$ cat src/rtl/user_frame_ctrl.sv
// user_frame_ctrl: per-frame ship X update and erase/draw plot sequencing; define USER_BTN_SYNC_EN to double-flop the buttons
module user_frame_ctrl #(
  parameter int FRAME_TICKS = 833334,
  parameter int X_MIN       = 0,
  parameter int X_MAX       = 292,
  parameter int X_INIT      = 146,
  parameter int Y_POS       = 200,
  parameter int STEP        = 1
) (
  input  logic       clk,
  input  logic       resetn,
  input  logic       btn_left,
  input  logic       btn_right,
  input  logic       sprite_done,
  output logic       sprite_enable,
  output logic       erase,
  output logic [8:0] x_pos,
  output logic [7:0] y_pos,
  output logic       frame_tick,
  output logic       busy
);
  localparam int CW = (FRAME_TICKS > 2) ? $clog2(FRAME_TICKS) : 1;
  typedef enum logic [1:0] {S_IDLE, S_ERASE, S_UPDATE, S_DRAW} state_t;
  state_t state_q, state_d;
  logic [CW-1:0] cnt_q, cnt_d;
  logic pending_q, pending_d;
  logic [8:0] x_q, x_d;
  logic [9:0] xw;
  logic left_s, right_s;
`ifdef USER_BTN_SYNC_EN
  logic [1:0] lsync_q, lsync_d, rsync_q, rsync_d;
  always_comb begin
    lsync_d = {lsync_q[0], btn_left};
    rsync_d = {rsync_q[0], btn_right};
  end
  always_ff @(posedge clk) begin
    if (!resetn) begin
      lsync_q <= 2'b00;
      rsync_q <= 2'b00;
    end else begin
      lsync_q <= lsync_d;
      rsync_q <= rsync_d;
    end
  end
  assign left_s  = lsync_q[1];
  assign right_s = rsync_q[1];
`else
  assign left_s  = btn_left;
  assign right_s = btn_right;
`endif
  always_ff @(posedge clk) begin
    if (!resetn) begin
      state_q   <= S_IDLE;
      cnt_q     <= '0;
      pending_q <= 1'b0;
      x_q       <= 9'(X_INIT);
    end else begin
      state_q   <= state_d;
      cnt_q     <= cnt_d;
      pending_q <= pending_d;
      x_q       <= x_d;
    end
  end
  always_comb begin
    state_d = state_q;
    case (state_q)
      S_IDLE:   state_d = (frame_tick || pending_q) ? S_ERASE : S_IDLE;
      S_ERASE:  state_d = sprite_done ? S_UPDATE : S_ERASE;
      S_UPDATE: state_d = S_DRAW;
      S_DRAW:   state_d = sprite_done ? S_IDLE : S_DRAW;
      default:  state_d = S_IDLE;
    endcase
  end
  // Leaving idle always consumes the queued tick, so pending only ever accumulates while busy.
  always_comb begin
    cnt_d     = frame_tick ? '0 : cnt_q + CW'(1);
    pending_d = (state_q == S_IDLE) ? 1'b0 : (pending_q | frame_tick);
    xw        = {1'b0, x_q};
    x_d       = x_q;
    if (state_q == S_UPDATE && (left_s ^ right_s))
      x_d = left_s ? ((xw >= 10'(X_MIN + STEP)) ? 9'(xw - 10'(STEP)) : 9'(X_MIN))
                   : ((xw + 10'(STEP) <= 10'(X_MAX)) ? 9'(xw + 10'(STEP)) : 9'(X_MAX));
  end
  always_comb begin
    frame_tick    = (cnt_q == CW'(FRAME_TICKS - 1));
    sprite_enable = (state_q == S_ERASE) || (state_q == S_DRAW);
    erase         = (state_q == S_ERASE);
    busy          = (state_q != S_IDLE);
    x_pos         = x_q;
    y_pos         = 8'(Y_POS);
  end
endmodule

$ cat config.mk
export PLATFORM = sky130hd
export DESIGN_NAME = user_frame_ctrl
export DESIGN_NICKNAME = d
export VERILOG_FILES = /design/src/rtl/user_frame_ctrl.sv
export SDC_FILE = /design/constraint.sdc
export NUM_CORES = 1
export LEC_CHECK = 0
export BUFFER_PORTS_ARGS = -buffer_cell sky130_fd_sc_hd__buf_4
export CORE_MARGIN = 10
export CORE_UTILIZATION = 60
export DETAILED_ROUTE_END_ITERATION = 16
export GPL_ROUTABILITY_DRIVEN = 0
export HOLD_SLACK_MARGIN = 0.12
export PLACE_DENSITY_LB_ADDON = 0.2
export SYNTH_ARGS = -nofsm -noshare
export SYNTH_HDL_FRONTEND = slang
export SYNTH_SLANG_ARGS = --single-unit
$ cat constraint.sdc
create_clock -name clk -period 3.02 [get_ports clk]
set_clock_uncertainty 0.05 [all_clocks]
set_input_delay 0.302 -clock clk [delete_from_list [all_inputs] [get_ports clk]]
set_output_delay 0.302 -clock clk [all_outputs]
set_load 0.02 [all_outputs]
* After elaboration in Yosys (flattened, before gate mapping)
Cells that the tools add are included.
** Storage, ports and cells
- Flip-flop bits (word level) :: 32
- Word-level logic and storage cells :: 30
- Input port bits :: 5
- Output and inout port bits :: 21
** Cells by class
- Bitwise operators :: 3
- Reductions and logical operators :: 7
- Equality and inequality tests :: 4
- $lt $le $gt $ge :: 2
- $add $sub $neg :: 3
- Mux-type cells :: 7
** Operators by type and width (count)
- 9-bit two-way mux :: 3
- 20-bit by 1-bit adder with 20-bit output (second input constant) :: 1
- 20-bit == test (second input constant) :: 1
- 9-bit by 1-bit adder with 10-bit output (second input constant) :: 1
- 10-bit by 9-bit less-or-equal comparator with 1-bit output (second input constant) :: 1
- 9-bit by 1-bit greater-or-equal comparator with 1-bit output (second input constant) :: 1
- 9-bit by 1-bit subtractor with 9-bit output (second input constant) :: 1
- 2-bit one-hot mux with 4 select lines :: 1
- 2-bit == test (second input constant) :: 2
- 2-bit two-way mux :: 2
- 2-bit OR reduction :: 2
- 2-bit by 1-bit == test with 1-bit output (second input constant) :: 1
- 2-bit logical NOT :: 1
- 1-bit logical OR :: 2
- 2-bit nonzero test :: 1
- 1-bit logical AND :: 1
- 1-bit two-way mux :: 1
- 1-bit NOT :: 1
- 1-bit bitwise OR :: 1
- 1-bit bitwise XOR :: 1

* Logic depth before layout (Yosys ltp)
- Word-level depth :: 4
- Mapped depth :: 9
- Gate-level depth less buffers :: 8

* Worst setup path after synthesis
OpenSTA, ideal clock, no wires.
- Kind :: register -> register
- Start :: register x_q[1] (netlist: x_pos[1])
- End :: register x_q[2] (netlist: x_pos[2])
- Setup time :: 0.119 ns
- Arrival time :: 1.887 ns
- Required time :: 2.851 ns
- Buffers on the path :: 1
- Path slack :: 0.964 ns
- Clock period less this slack :: 2.056 ns
- Stages on the path, launching flop included :: 9
- Cell sequence :: dfxtp_1 > clkbuf_1 > inv_1 > ha_1 > nor2_1 > a41oi_2 > a221o_1 > a21oi_1 > a21oi_1
** On the way
- Word-level cells in the longest chain between the ends :: 4
- Elaborated cells between the ends (all ways) :: 7
- Classes of those cells :: 2 x add/sub; 2 x order compare; 3 x mux
** Ends and longest elaborated chain
- start, declared :: line 27 : logic [8:0] x_q, x_d;
- start signal, assigned :: line 56 : x_q <= 9'(X_INIT);
- 9-bit by 1-bit adder with 10-bit output :: line 82 : : ((xw + 10'(STEP) <= 10'(X_MAX)) ? 9'(xw + 10'(STEP)) : 9'(X_MAX));
- 10-bit by 9-bit less-or-equal comparator with 1-bit output :: line 82
- 9-bit two-way mux :: line 82
- 9-bit two-way mux (*) :: line 81 : x_d = left_s ? ((xw >= 10'(X_MIN + STEP)) ? 9'(xw - 10'(STEP)) : 9'(X_MIN))
Mark *: on every way between the ends. The rest lies on a longest branch, timed or not.
A chain may end at the register's enable or synchronous reset.

* Worst setup path after layout
- Start :: register x_q[0] (netlist: x_pos[0])
- End :: register x_q[1] (netlist: x_pos[1])
Same word-level chain as after synthesis.

==> reports/qor.csv <==
metric,value,unit
status,"finished, final reports clean",
Leak,0.805,nW
Rows,20,
Crit Path Class,register to register,
clock tree buffer depth,2,
Setup TNS,0,ns
# DRC,0,
IO Port Bufs,17,
post-synthesis instance area,0.00199,mm^2
Chip Height,77.6,um
CP arrival,2.44,ns
WHS,0.203,ns
Layout area overhead,6.10,%
Pins Over Slew Limit,0,
TritonCTS buffer count,5,
Seq cells post-synth,32,
routed len/inst,13.6,um
CTS tree,yes,
Tcrit/Tclk final,75.7,%
max frequency,0.437,GHz
Hold Path Stages,4,
final hold violations,0,
Startpoint Class,register,
htree depth,2,
Worst-Margin Slew,0.681,ns
Synth Warn #,0,
Die X,77.6,um
RSZ-0062 raised after global routing,no,
clock latency on the worst-skew pair,0.33,ns
VDD IR max,259,uV
Worst setup EP type,register,
cells on worst reg2reg path,7,
final setup vio count,0,
flop2flop setup slack,0.73,ns
CP required,3.17,ns
hold wc startpoint,sprite_done,
vias in the first global route,1647,
Synth Flop Type,dfxtp_1,
first-pass GRT wire length,7360,um
Detailed Route WL,4120,um
share of the synthesized area in the top cell type,32.2,%
Yosys cell types,49,
"Async S/R FF share, synth",0,%
Clock Tree Root,clkbuf_4,
DIE AREA,0.00602,mm^2
GRT overflow,0,
Post-CTS Hold Buffers,0,
I/O pins,26,
share of layout cells above drive strength 1,11.6,%
antenna cells,0,
Routed Antenna Nets,0,
Min-Delay Path Class,primary input to register,
total track usage,14.2,%
register area share after synthesis,32.2,%
min Tclk post-route,2.29,ns
clock sink total,32,
Initial Utilization,64.2,%
Initial DRC Count,262,
fin area,0.00211,mm^2
clock-pin slew on the worst setup and hold paths,0.10,ns
DR pass1 iterations,4,
Synth area leaders,"dfxtp_1 (32%), xor2_1 (7.0%), nor2_1 (6.2%)",
normalized max-slew margin,54.6,%
placed cell area,0.00207,mm^2
largest net degree at the start of global routing,21,
Min-Delay Endpoint,state_q[0]$_SDFF_PN0_,
PwrDens,326,mW/mm^2
vias after detailed routing,1720,
drt via density,5.68,
core area,0.00310,mm^2
final total power,688,uW
number of synthesized flops with an enable pin,0,
Syn Inst Count,252,
Avg Inst Size Synth,7.90,um^2
Nets,270,
cell taking the most area after synthesis,dfxtp_1,
CP max FO,13,
Max Cap Viol,0,
# resized after CTS,0,
initial antenna violation count,0,
reg2reg start,x_pos[0]$_SDFFE_PN0P_,
dpl hpwl,3050,um
# Post-CTS Setup Buffers,0,
worst reg2reg path endpoint,x_pos[1]$_SDFFE_PN1P_,
==> power by group <==
| part | switching, mW | leakage [nW] | internal, mW | total [mW] |
|---|---|---|---|---|
| logic | 0.0287 | 0.519 | 0.0110 | 0.0397 |
| registers | 0.00396 | 0.258 | 0.425 | 0.429 |
| clock network | 0.133 | 0.0281 | 0.0856 | 0.219 |
| total | 0.166 | 0.805 | 0.522 | 0.688 |
==> registers in the layout, summed over array words and instances (netlist names) <==
name	cells
cnt_q	20
state_q	2
x_pos	9
pending_q	1
==> cells in the final DEF, fill, tap and decap left out, types with 2 or more instances in the layout <==
cell / Yosys / layout
nor4b_1: 2 / 2
nor2b_1: 2 / 2
nor4_2: 2 / 2
nand4b_1: 2 / 2
conb_1: 2 / 8
nand2_1: 18 / 18
and4_1: 2 / 2
o32a_1: 2 / 2
nand4_1: 6 / 6
o21ai_0: 10 / 10
o21ai_1: 6 / 6
nor3_1: 6 / 6
xnor2_1: 7 / 7
nor2_1: 33 / 33
ha_1: 6 / 6
o211ai_1: 2 / 2
and3_1: 8 / 8
nand3_1: 16 / 16
buf_4: 10 / 17
xor2_1: 16 / 16
dfxtp_1: 32 / 32
clkbuf_4: 0 / 5
inv_1: 6 / 6
a31oi_1: 6 / 6
nand3b_1: 2 / 2
nand2b_1: 3 / 3
a21oi_1: 11 / 11
==> routing by layer <==
metal	GRT usage (%)	wire length, um
met2	25.0	2130
met5	0	0
met3	3.92	174
met1	15.5	1760
met4	6.20	56
==> area by class of cell <==
class                   count  area [um^2]
multi-input cells         197         1220
fillers                   290          991
flip-flops and latches     32          641
repair buffers             17          128
well taps                  44         55.1
clock buffers               6         41.3
inverters                   6         22.5
clock inverters             1         5.00
==> synth_stat cells, types with 3 or more instances <==
| cell | number |
|---|---|
| ha_1 | 6 |
| nand4_1 | 6 |
| a31oi_1 | 6 |
| nand3_1 | 16 |
| dfxtp_1 | 32 |
| xor2_1 | 16 |
| nand2b_1 | 3 |
| o21ai_0 | 10 |
| nor3_1 | 6 |
| buf_4 | 10 |
| nand2_1 | 18 |
| xnor2_1 | 7 |
| o21ai_1 | 6 |
| and3_1 | 8 |
| clkbuf_1 | 8 |
| a21oi_1 | 11 |
| nor2_1 | 33 |
| inv_1 | 6 |
| buf_2 | 5 |
==> cell families (layout without fill, tap and decap cells) <==
logic type               Yosys count  after routing  share of synthesized area, %
XOR/XNOR                          23             23                          10.1
other                              2              8                         0.377
multiplexers                       1              1                         0.566
buffers and inverters             29             30                          7.67
flip-flops                        32             32                          32.2
AND/OR/NAND/NOR                  110            110                          29.2
AO/OA/AOI/OAI                     49             49                          16.2
adder cells (fa/ha/maj)            6              6                          3.77
==> worst max path at each step <==
| stage | from | endpoint | slack [ns] | cells after the start |
|---|---|---|---|---|
| floorplan | x_pos[1]$_SDFFE_PN1P_ | x_pos[2]$_SDFFE_PN0P_ | 0.96 | 8 |
| global placement | x_pos[0]$_SDFFE_PN0P_ | x_pos[1]$_SDFFE_PN1P_ | 0.78 | 7 |
| detailed placement | x_pos[0]$_SDFFE_PN0P_ | x_pos[7]$_SDFFE_PN1P_ | 0.79 | 7 |
| CTS | x_pos[0]$_SDFFE_PN0P_ | x_pos[7]$_SDFFE_PN1P_ | 0.76 | 7 |
| global route | x_pos[0]$_SDFFE_PN0P_ | x_pos[1]$_SDFFE_PN1P_ | 0.54 | 7 |
| finish | x_pos[0]$_SDFFE_PN0P_ | x_pos[1]$_SDFFE_PN1P_ | 0.73 | 7 |
==> metrics by stage <==
stage / std cells / worst slack [ns] / utilization, %
2_1_floorplan: 258 / 0.964 / -
3_3_place_gp: 296 / 0.777 / 66.6
3_5_place_dp: 296 / 0.794 / 66.6
4_1_cts: 303 / 0.763 / 68.1
5_1_grt: 303 / 0.538 / 68.1
6_report: 303 / 0.733 / 68.1
==> worst max-delay path, stage by stage (launching register included) <==
cell and delay [ns]:
dfxtp_1 0.60, ha_1 0.36, and3_1 0.23, nand3_1 0.15, nand3_1 0.15, a22oi_2 0.08
o21ai_1 0.39, a41oi_1 0.16
(Power assumes the default switching activity.)
